## src/rtl/fetch_pkg.sv

```systemverilog
// Shared constants, state encoding and IF/ID payload for the instruction-fetch stage.
package fetch_pkg;

    localparam int unsigned ADDRESS_WIDTH = 32;
    localparam int unsigned INSTR_WIDTH   = 32;
    localparam int unsigned ROM_BYTES     = 4096;

    localparam logic [ADDRESS_WIDTH-1:0] RESET_VECTOR = 32'hBFC0_0000;
    localparam logic [ADDRESS_WIDTH-1:0] ROM_LAST     =
        RESET_VECTOR + ADDRESS_WIDTH'(ROM_BYTES) - ADDRESS_WIDTH'(4);
    localparam logic [INSTR_WIDTH-1:0]   NOP_INSTR    = 32'h0000_0013;

    typedef enum logic [1:0] {
        BOOT = 2'd0,
        RUN  = 2'd1,
        HALT = 2'd2
    } fetch_state_t;

    typedef struct packed {
        logic [INSTR_WIDTH-1:0]   instr;
        logic [ADDRESS_WIDTH-1:0] pc;
        logic [ADDRESS_WIDTH-1:0] pc_plus4;
        logic                     valid;
    } if_id_t;

    localparam if_id_t IF_ID_BUBBLE = '{
        instr:    NOP_INSTR,
        pc:       '0,
        pc_plus4: '0,
        valid:    1'b0
    };

    // A fetch address is legal only if word-aligned and inside the ROM window.
    function automatic logic in_window(input logic [ADDRESS_WIDTH-1:0] addr);
        return (addr[1:0] == 2'b00) && (addr >= RESET_VECTOR) && (addr <= ROM_LAST);
    endfunction

endpackage

```

## src/rtl/if_id_reg.sv

```systemverilog
// IF/ID pipeline register: flush beats stall beats capture; resets to a bubble.
module if_id_reg
    import fetch_pkg::*;
(
    input  logic                     clk,
    input  logic                     rst,
    input  logic                     i_flush,
    input  logic                     i_stall,
    input  logic [INSTR_WIDTH-1:0]   i_instr,
    input  logic [ADDRESS_WIDTH-1:0] i_pc,
    input  logic [ADDRESS_WIDTH-1:0] i_pc_plus4,
    input  logic                     i_valid,
    output logic [INSTR_WIDTH-1:0]   o_instr,
    output logic [ADDRESS_WIDTH-1:0] o_pc,
    output logic [ADDRESS_WIDTH-1:0] o_pc_plus4,
    output logic                     o_valid
);

    if_id_t r_q;

    always_ff @(posedge clk or posedge rst) begin
        if (rst) begin
            r_q <= IF_ID_BUBBLE;
        end else if (i_flush) begin
            r_q <= IF_ID_BUBBLE;
        end else if (!i_stall) begin
            r_q <= '{instr: i_instr, pc: i_pc, pc_plus4: i_pc_plus4, valid: i_valid};
        end
    end

    assign o_instr    = r_q.instr;
    assign o_pc       = r_q.pc;
    assign o_pc_plus4 = r_q.pc_plus4;
    assign o_valid    = r_q.valid;

endmodule

```

## src/rtl/fetch_unit.sv

```systemverilog
// Instruction fetch: owns the PC, drives the ROM address and fills IF/ID.
// Any illegal PC update target halts fetch with a sticky fault until reset.
module fetch_unit
    import fetch_pkg::*;
(
    input  logic                     clk,
    input  logic                     rst,
    input  logic                     stall_i,
    input  logic                     flush_i,
    input  logic                     redirect_valid_i,
    input  logic [ADDRESS_WIDTH-1:0] redirect_target_i,
    output logic [ADDRESS_WIDTH-1:0] imem_addr_o,
    input  logic [INSTR_WIDTH-1:0]   imem_data_i,
    output logic [INSTR_WIDTH-1:0]   instr_o,
    output logic [ADDRESS_WIDTH-1:0] pc_o,
    output logic [ADDRESS_WIDTH-1:0] pc_plus4_o,
    output logic                     valid_o,
    output logic                     fault_o
);

    fetch_state_t             r_state;
    fetch_state_t             w_state_nxt;
    logic [ADDRESS_WIDTH-1:0] r_pc;
    logic [ADDRESS_WIDTH-1:0] w_pc_nxt;
    logic [ADDRESS_WIDTH-1:0] w_pc_plus4;
    logic [ADDRESS_WIDTH-1:0] w_target;
    logic                     r_fault;
    logic                     w_fault_nxt;
    logic                     w_ifid_flush;
    logic                     w_ifid_stall;
    logic                     w_ifid_valid;

    assign w_pc_plus4 = r_pc + ADDRESS_WIDTH'(4);
    assign w_target   = redirect_valid_i ? redirect_target_i : w_pc_plus4;

    always_ff @(posedge clk or posedge rst) begin
        if (rst) begin
            r_state <= BOOT;
            r_pc    <= RESET_VECTOR;
            r_fault <= 1'b0;
        end else begin
            r_state <= w_state_nxt;
            r_pc    <= w_pc_nxt;
            r_fault <= w_fault_nxt;
        end
    end

    always_comb begin
        w_state_nxt  = r_state;
        w_pc_nxt     = r_pc;
        w_fault_nxt  = r_fault;
        w_ifid_flush = 1'b0;
        w_ifid_stall = 1'b0;
        w_ifid_valid = 1'b1;
        unique case (r_state)
            BOOT: begin
                // Prime IF/ID from the reset vector without presenting it to decode.
                w_ifid_valid = 1'b0;
                w_state_nxt  = RUN;
            end
            RUN: begin
                w_ifid_flush = flush_i;
                w_ifid_stall = stall_i;
                if (redirect_valid_i || !stall_i) begin
                    if (in_window(w_target)) begin
                        w_pc_nxt = w_target;
                    end else begin
                        w_fault_nxt = 1'b1;
                        w_state_nxt = HALT;
                        // A sequential overrun still retires the last in-window word.
                        if (redirect_valid_i) begin
                            w_ifid_flush = 1'b1;
                        end
                    end
                end
            end
            HALT: begin
                w_ifid_flush = 1'b1;
            end
            default: begin
                w_state_nxt = HALT;
            end
        endcase
    end

    if_id_reg u_if_id_reg (
        .clk        (clk),
        .rst        (rst),
        .i_flush    (w_ifid_flush),
        .i_stall    (w_ifid_stall),
        .i_instr    (imem_data_i),
        .i_pc       (r_pc),
        .i_pc_plus4 (w_pc_plus4),
        .i_valid    (w_ifid_valid),
        .o_instr    (instr_o),
        .o_pc       (pc_o),
        .o_pc_plus4 (pc_plus4_o),
        .o_valid    (valid_o)
    );

    assign imem_addr_o = r_pc;
    assign fault_o     = r_fault;

endmodule

```

## config.mk

```make
export PLATFORM = sky130hd
export DESIGN_NAME = fetch_unit
export DESIGN_NICKNAME = d
export VERILOG_FILES = /design/src/rtl/fetch_pkg.sv /design/src/rtl/if_id_reg.sv /design/src/rtl/fetch_unit.sv
export SDC_FILE = /design/constraint.sdc
export NUM_CORES = 1
export LEC_CHECK = 0
export ABC_AREA = 1
export ABC_CLOCK_PERIOD_IN_PS = 12300
export BUFFER_PORTS_ARGS = -buffer_cell sky130_fd_sc_hd__clkbuf_2
export CORE_AREA = 5 5 118 120
export DETAILED_ROUTE_END_ITERATION = 10
export DIE_AREA = 0 0 123 125
export PLACE_DENSITY_LB_ADDON = 0.15
export SKIP_CTS_REPAIR_TIMING = 1
export SYNTH_ARGS = -nofsm -noshare
export SYNTH_HDL_FRONTEND = slang
export SYNTH_SLANG_ARGS = --single-unit
```

## constraint.sdc

```tcl
create_clock -name clk -period 12.3 [get_ports clk]
set_input_delay 1.845 -clock clk [delete_from_list [all_inputs] [get_ports clk]]
set_output_delay 1.845 -clock clk [all_outputs]
set_load 0.01 [all_outputs]
```

======== After elaboration in Yosys (flattened, before gate mapping) ========
Cells that the tools add are included.
word-level totals
  flip-flop bits (word level) ............. 132
  input bits .............................. 69
  output and inout bits ................... 130
  word-level logic and storage cells ...... 38
cells by class
  add/sub/neg operators ................... 1
  magnitude comparators ................... 2
  eq/ne operators ......................... 5
  multiplexer cells ....................... 12
  bitwise gates (word level) .............. 2
  reductions and logical operators ........ 9
operator list
  operator               number
  $mux 97                2
  $add 32x3->32 const B  1
  $ge 32x32->1 const B   1
  $le 32x32->1 const B   1
  $mux 32                1
  $reduce_and 3->1       3
  $pmux 2 s3             1
  $mux 1                 5
  $logic_not 2->1        2
  $mux 2                 2
  $ne 2x2->1 const B     2
  $eq 2x1->1 const B     1
  $eq 2x2->1 const B     1
  $logic_and 1x1->1      2
  $ne 2x1->1 const B     1
  $not 1->1              2
  $pmux 1 s2             1
  $logic_not 1->1        1
  $logic_or 1x1->1       1

======== Depth between registers and ports, before layout ========
Gate-level depths: netlist of the first run.
  word-level depth ........................ 9
  mapped depth ............................ 20
  depth with buffers taken out ............ 19

======== Hierarchy ========
From an unflattened synthesis of the first run, not the netlist that was laid out.
second synthesis, totals
  cell total of the unflattened synthesis .. 854
  area, all modules ....................... 6665.1 sq um
by module, submodules not included
  module      instances  cells each  area an instance (sq um)  sequential area each (sq um)
  if_id_reg   1          430         3898.7                    2431.1
  fetch_unit  1          424         2766.4                    887.1

======== Worst setup path after synthesis of the first run ========
OpenSTA, ideal clock, no wires.
  kind .................................... input to register
  from .................................... input redirect_valid_i
  to ...................................... register u_if_id_reg.r_q, in the netlist u_if_id_reg.o_instr[10]
  setup time .............................. 0.076 ns
  arrival ................................. 3.549 ns
  required time ........................... 12.224 ns
  path slack .............................. 8.675 ns
  cell stages on the path ................. 16
  buffers on the path ..................... 5
  path through ............................ buf_2 > inv_1 > clkbuf_1 > buf_2 > nand2_1 > nand2_1 > nand2_1 > nor2_1 > nand4_2 > nand2_1 > nand2_1 > nand2_1 > nand2_1 > buf_6 > buf_6 > a21oi_2
between the ends
  longest elaborated chain between the ends .. 8
  elaborated cells on any way between the ends .. 13
  those cells by class .................... 2 x order compare; 1 x eq/ne; 6 x mux; 4 x reduce/logical
RTL lines
  element                                          line              source
  start, declared                                  fetch_unit.sv:10  input logic redirect_valid_i,
  $mux 32                                          fetch_unit.sv:34  assign w_target = redirect_valid_i ? redirect_target_i : w_pc_plus4;
  $ge 32x32->1 or $logic_not 2->1 (tied branches)  fetch_pkg.sv:35   return (addr[1:0] == 2'b00) && (addr >= RESET_VECTOR) && (addr <= ROM_LAST);
  $logic_and 1x1->1 (2 in series)                  fetch_pkg.sv:35
  $mux 1                                           fetch_unit.sv:65  if (in_window(w_target)) begin
  $mux 1 *                                         fetch_unit.sv:64  if (redirect_valid_i || !stall_i) begin
  $pmux 1 s2 *                                     fetch_unit.sv:55  unique case (r_state)
  $ne 2x1->1 (no line) or $mux 97 (tied branches)  n/a
  end signal, assigned                             if_id_reg.sv:27   r_q <= '{instr: i_instr, pc: i_pc, pc_plus4: i_pc_plus4, valid: i_valid};
  end, declared                                    if_id_reg.sv:19   if_id_t r_q;
Every way passes the cells marked *; elsewhere a longest branch is shown, timed or not.
A chain may end at the register's enable or synchronous reset.

======== Final worst setup path of the first run ========
  from .................................... input redirect_valid_i
  to ...................................... register u_if_id_reg.r_q, in the netlist u_if_id_reg.o_instr[4]
The elaborated chain is that of the path after synthesis.

==> results of run 1 <==
## critical path, stage by stage
cell      delay, ps
clkbuf_2         80
buf_4           340
inv_1           470
or2_2           430
nand2_1          80
nor2_1           40
nand2_1          50
nor2_1           50
nand4_2         110
nand2_1          60
nand2_1          60
nand2_1          70
nand2_4         510
buf_4           740
nand2_1         190
nand2_1         120
## cell families (layout without fill, tap and decap cells)
kind of cell / Yosys count / count (layout)
xor gates and xnor gates: 8 / 8
muxes: 37 / 37
DFF: 130 / 130
adders and majority gates: 4 / 4
and+or+nand+nor: 392 / 392
AOI/OAI and AO/OA: 162 / 162
buffers and inverters: 142 / 327
## power by group through the flow
stage / clock (uW) / sequential, uW / combinational (uW)
after detailed placement: 0 / 626 / 713
after global placement: 0 / 625 / 698
final: 554 / 622 / 702
after global routing: 576 / 639 / 764
after CTS: 559 / 623 / 712
after floorplan: 0 / 673 / 463
## registers in the layout (all words and copies together) (netlist names)
name and count:
u_if_id_reg.o_pc_plus4 32, u_if_id_reg.o_valid 1, u_if_id_reg.o_instr 32, u_if_id_reg.o_pc 30, imem_addr_o 32, r_state 2
fault_o 1
## per-stage QoR
stage,area [sq um],utilization (%),setup slack (ps),total power (uW)
after floorplan,7101,-,7006,1136
after global placement,8105,62.95,7023,1324
after detailed placement,8105,62.95,6952,1339
after CTS,8750,67.96,7391,1894
after global routing,8750,67.96,7057,1979
final,8750,67.96,7362,1878
## final timing paths
path                                   from                      end  cells past startpoint
min in group asynchronous               rst  u_if_id_reg.o_instr[16]                      2
hold reg to reg                     fault_o                  fault_o                      1
hold / removal                      fault_o                  fault_o                      1
setup reg to reg             imem_addr_o[3]   u_if_id_reg.o_instr[4]                     18
setup / recovery           redirect_valid_i   u_if_id_reg.o_instr[4]                     16
max in group asynchronous               rst     u_if_id_reg.o_pc[27]                      3
## cell type report
| cell class | count | area [sq um] |
|---|---|---|
| fillers | 1145 | 4125 |
| repair buffers | 203 | 1028 |
| flip-flops and latches | 130 | 3268 |
| clock buffers | 22 | 464.2 |
| inverters | 92 | 347.8 |
| multi-input cells | 603 | 3241 |
| clock inverters | 10 | 180.2 |
| well taps | 176 | 220.2 |
## per-layer routing
layer | up-vias | share of wire (%)
li1 | 3126 | -
met1 | 2995 | 42
met2 | 217 | 48
met3 | 39 | 7.4
met4 | 0 | 2.6
met5 | - | 0
## layout by cell type, fill, tap and decap left out, drive strengths merged
cell type / instances
nand2: 266
xor2: 4
dfrtp: 118
o21bai: 1
nor3: 1
xnor2: 4
dfstp: 12
a31o: 1
buf: 5
o21ai: 65
ha: 4
a21oi: 94
nor2: 67
nand4: 4
inv: 92
clkinvlp: 2
or2: 6
mux2: 1
clkinv: 3
bufinv: 5
and2: 1
nand3: 47
clkbuf: 220
mux2i: 36
a211oi: 1
==> impl_metrics.ini, run 1 <==
[synthesis]
syn_nets = 948
syn_area_sq_um = 7101
postSynth.asyncResetShare_pct = 100.0
synthTopCellsByArea = dfrtp_1 42%, nand2_1 14%, a21oi_2 8.6%
ys_seq_elements = 130
synth-edff-count = 0
netlist.area_leader.share_pct = 41.59
synth_ff_type = dfrtp_1
synth_most_common_cell = nand2_1
ys_seq_area_share_pct = 46.03
synth_xor_area_share_pct = 0.9868
synthCells = 875
ys.warnings.count = 0
synth_common_cells = 258 x nand2_1, 118 x dfrtp_1, 88 x inv_1
synth.mux.area_fraction_pct = 5.233
synth.largest_area_cell = dfrtp_1
synth_top_family_by_area = simple AND/OR/NAND/NOR gates
synthAdderAreaFrac_pct = 0.7048
avgSynthCellArea_sq_um = 8.115
synth-compound-area-share_pct = 15.30
synthSimpleGateAreaFrac_pct = 23.03
ys_types = 36

[sta]
slew_headroom_pct = 31.86
post-route-period-util_pct = 40.15
fmax_mhz = 202.5
setup_violations = 0
clock_skew_ps = 8.375
tightest_slew_ps = 1022
drv_slew = 0
fin_tns_setup_ps = 0
rsz0062_at_grt = no
finalHoldViolations = 0
hold_slack_ps = 497.3
fin_crit_ps = 4938

[clock_tree]
cts_sinks = 130
ctsRootBufferMaster = clkbuf_16
cts_tree = done
cts_made_buffers = 17
clockBufferDepth = 2
clk_pin_slew_worst_paths_ps = 50
clk_latency_ps = 410
h-tree-depth = 4

[pwr]
p_per_area_nw_per_um2 = 214.7
power.leakage_uw = 0.004774
clkPwrFrac_pct = 29.5
comb_power_share_pct = 37.4
seq_power_share_pct = 33.1
p_int_uw = 1160
power.switching_uw = 718.3
vdd_ir_drop_max_mv = 0.2741
power.share.switching_pct = 38.25

[run_status]
outcome = finished clean

[floorplanning]
initial_core_util_pct = 55.15
core_region_area_sq_um = 12870
rows = 42
dieWidth_um = 123
fp.dieArea_sq_um = 15380
pin_count = 199
die_h_um = 125

[global_routing]
grt_pass1_wl_um = 32500
globalRouteTotalUtil_pct = 26.83
gr-max-usage-layer = met2
gr-usage-met1_pct = 34.57
grt-ovfl-total = 0
met3_usage_pct = 7.182
antenna_found_initial = 0
grt_pass1_vias = 6242
grt_max_degree = 83
use_met2_pct = 43.20

[setup_path]
startpoint_type = input pin
required_ps = 12650
cp.arrival_ps = 5290
endpoint_kind = register
path_max_fanout = 51
reg2reg_slack_ps = 8510
crit_type = in -> reg

[drt]
via_per_inst = 5.159
wl_per_cell_um = 16.31
detail-route-antenna-nets = 0
drt-pass1-iter-count = 5
drc = 0
dr_total_vias = 6377
drt-total-wl_um = 20160
dr.first_iter.drc_count = 391

[placed_design]
gp_congestion = 0.9796
dp_cells = 1204
dp_hpwl_um = 14480
place.port_buffers = 198

[cells_and_area]
final_nets = 1120
antenna_cells = 0
area_growth_pct = 23.22
layout-drive-gt1-share_pct = 33.11
final_cells = 1236

[flow_run]
drv_cap = 0

[worst_hold_path]
hold_class = reg -> reg
No activity file was read; power rests on OpenSTA's default activity.
==> inputs of run 2 (changes only) <==
- ABC_CLOCK_PERIOD_IN_PS: 12300 -> 4000
- CORE_AREA: 5 5 118 120 -> 5 5 128 130
- DIE_AREA: 0 0 123 125 -> 0 0 133 135
- clock period: 12.3 -> 4 ns (I/O delays scaled with it)
==> run 2 against run 1 <==
Sequential power rose to 3.1 times the previous value. Via count is 1.6% lower. Critical path depth up 2. Critical endpoint is now u_if_id_reg.o_pc_plus4[11]. Largest power group unchanged.
==> impl_metrics.ini, run 2 (synthesis results as in run 1) <==
[sta]
fin_crit_ps = 3172
drv_slew = 0
rsz0062_at_grt = no
setup_violations = 0
post-route-period-util_pct = 79.30
fin_tns_setup_ps = 0
finalHoldViolations = 0
fin_ws_ps = 827.9
tightest_slew_ps = 961.2
slew_headroom_pct = 35.92
fmax_mhz = 315.2
clock_skew_ps = 8.893

[worst_hold_path]
hold_class = in -> async

[floorplanning]
rows = 45
core_region_area_sq_um = 15030
dieWidth_um = 133
die_h_um = 135
pin_count = 199
initial_core_util_pct = 47.23
fp.dieArea_sq_um = 17960

[clock_tree]
clk_latency_ps = 420
cts_made_buffers = 17
clockBufferDepth = 2
clk_pin_slew_worst_paths_ps = 60
h-tree-depth = 4
cts_tree = done
cts_sinks = 130
ctsRootBufferMaster = clkbuf_16

[drt]
detail-route-antenna-nets = 0
via_per_inst = 4.994
dr_total_vias = 6272
wl_per_cell_um = 16.62
drc = 0
drt-pass1-iter-count = 5
drt-total-wl_um = 20880
dr.first_iter.drc_count = 483

[setup_path]
cp_cell_sequence = ha_1 > nand3_1 > nor2_2 > nand3_1 > nand2_1 > nand2_1 > nand2_1 > nand2_1 > nor2_1 > nand2_1 > nor2_1 > nand4_2 > nand2_1 > nand2_1 > nand2_1 > nand2_4 > buf_4 > a21oi_1
startpoint_type = register
crit_family = simple AND/OR/NAND/NOR gates
slowest_delay_ps = 430
worst-path-buf-inv = 1
cp.arrival_ps = 3500
path_max_fanout = 30
slowest_stage = dfrtp_1
required_ps = 4330
crit_type = reg -> reg
crit_path_frequent_cell = nand2_1
endpoint_kind = register

[pwr]
p_per_area_nw_per_um2 = 648.9
power.leakage_uw = 0.004797
vdd_ir_drop_max_mv = 0.6987
total_power_uw = 5705

[cells_and_area]
antenna_cells = 0
area_growth_pct = 23.82
final_common_cell = nand2_1
final_cell_mix = 256 x nand2_1, 198 x clkbuf_2, 118 x dfrtp_1
layout-drive-gt1-share_pct = 33.33
postLayoutCoreUtil_pct = 58.49
final_nets = 1128

[run_status]
outcome = finished clean

[placed_design]
dp_hpwl_um = 15130
dp_slack_ps = 832.1
gp_congestion = 0.9547
place.port_buffers = 198

[global_routing]
grt_max_degree = 82
grt-ovfl-total = 0
antenna_found_initial = 0
grt_pass1_wl_um = 33200
globalRouteTotalUtil_pct = 23.53
grt_pass1_vias = 6179

[flow_run]
drv_cap = 0
==> run 2: through the flow <==
step,hold slack (ps),instance area (sq um),cells
detailed placement,475.6,8207,1224
CTS,266.1,8792,1256
global route,305.2,8792,1256
finish,267.4,8792,1256
global placement,482.5,8207,1224
floorplan,497.2,7104,875
==> run 2: final timing paths <==
kind                                 from                         end  slack, ps  cells past startpoint
setup / recovery           imem_addr_o[2]  u_if_id_reg.o_pc_plus4[11]        830                     18
hold / removal                        rst     u_if_id_reg.o_instr[18]        270                      2
setup reg to reg           imem_addr_o[2]  u_if_id_reg.o_pc_plus4[11]        830                     18
hold reg to reg                   fault_o                     fault_o        490                      1
max in group asynchronous             rst             imem_addr_o[28]       2760                      3
min in group clk           imem_data_i[4]      u_if_id_reg.o_instr[4]        440                      5
==> run 2: area by class of cell <==
class	count	area (sq um)
Inverter	92	349.1
Tap cell	188	235.2
Fill cell	1406	6241
Sequential cell	130	3268
Timing Repair Buffer	211	1114
Clock inverter	7	110.1
Clock buffer	25	475.5
Multi-Input combinational cell	603	3241
==> run 2: metal layers <==
layer | routed length (um) | global-route usage (%) | vias up
met5 | 0 | 0 | -
li1 | - | - | 3146
met1 | 9386 | 32.08 | 2878
met3 | 1773 | 7.675 | 29
met4 | 430 | 8.372 | 0
met2 | 9289 | 35.21 | 219
==> run 2: power breakdown <==
group          internal [uW]  total, uW  switching [uW]
Clock                   1010       1560             553
Combinational            766       2230            1470
Sequential              1710       1910             201
Total                   3480       5710            2220
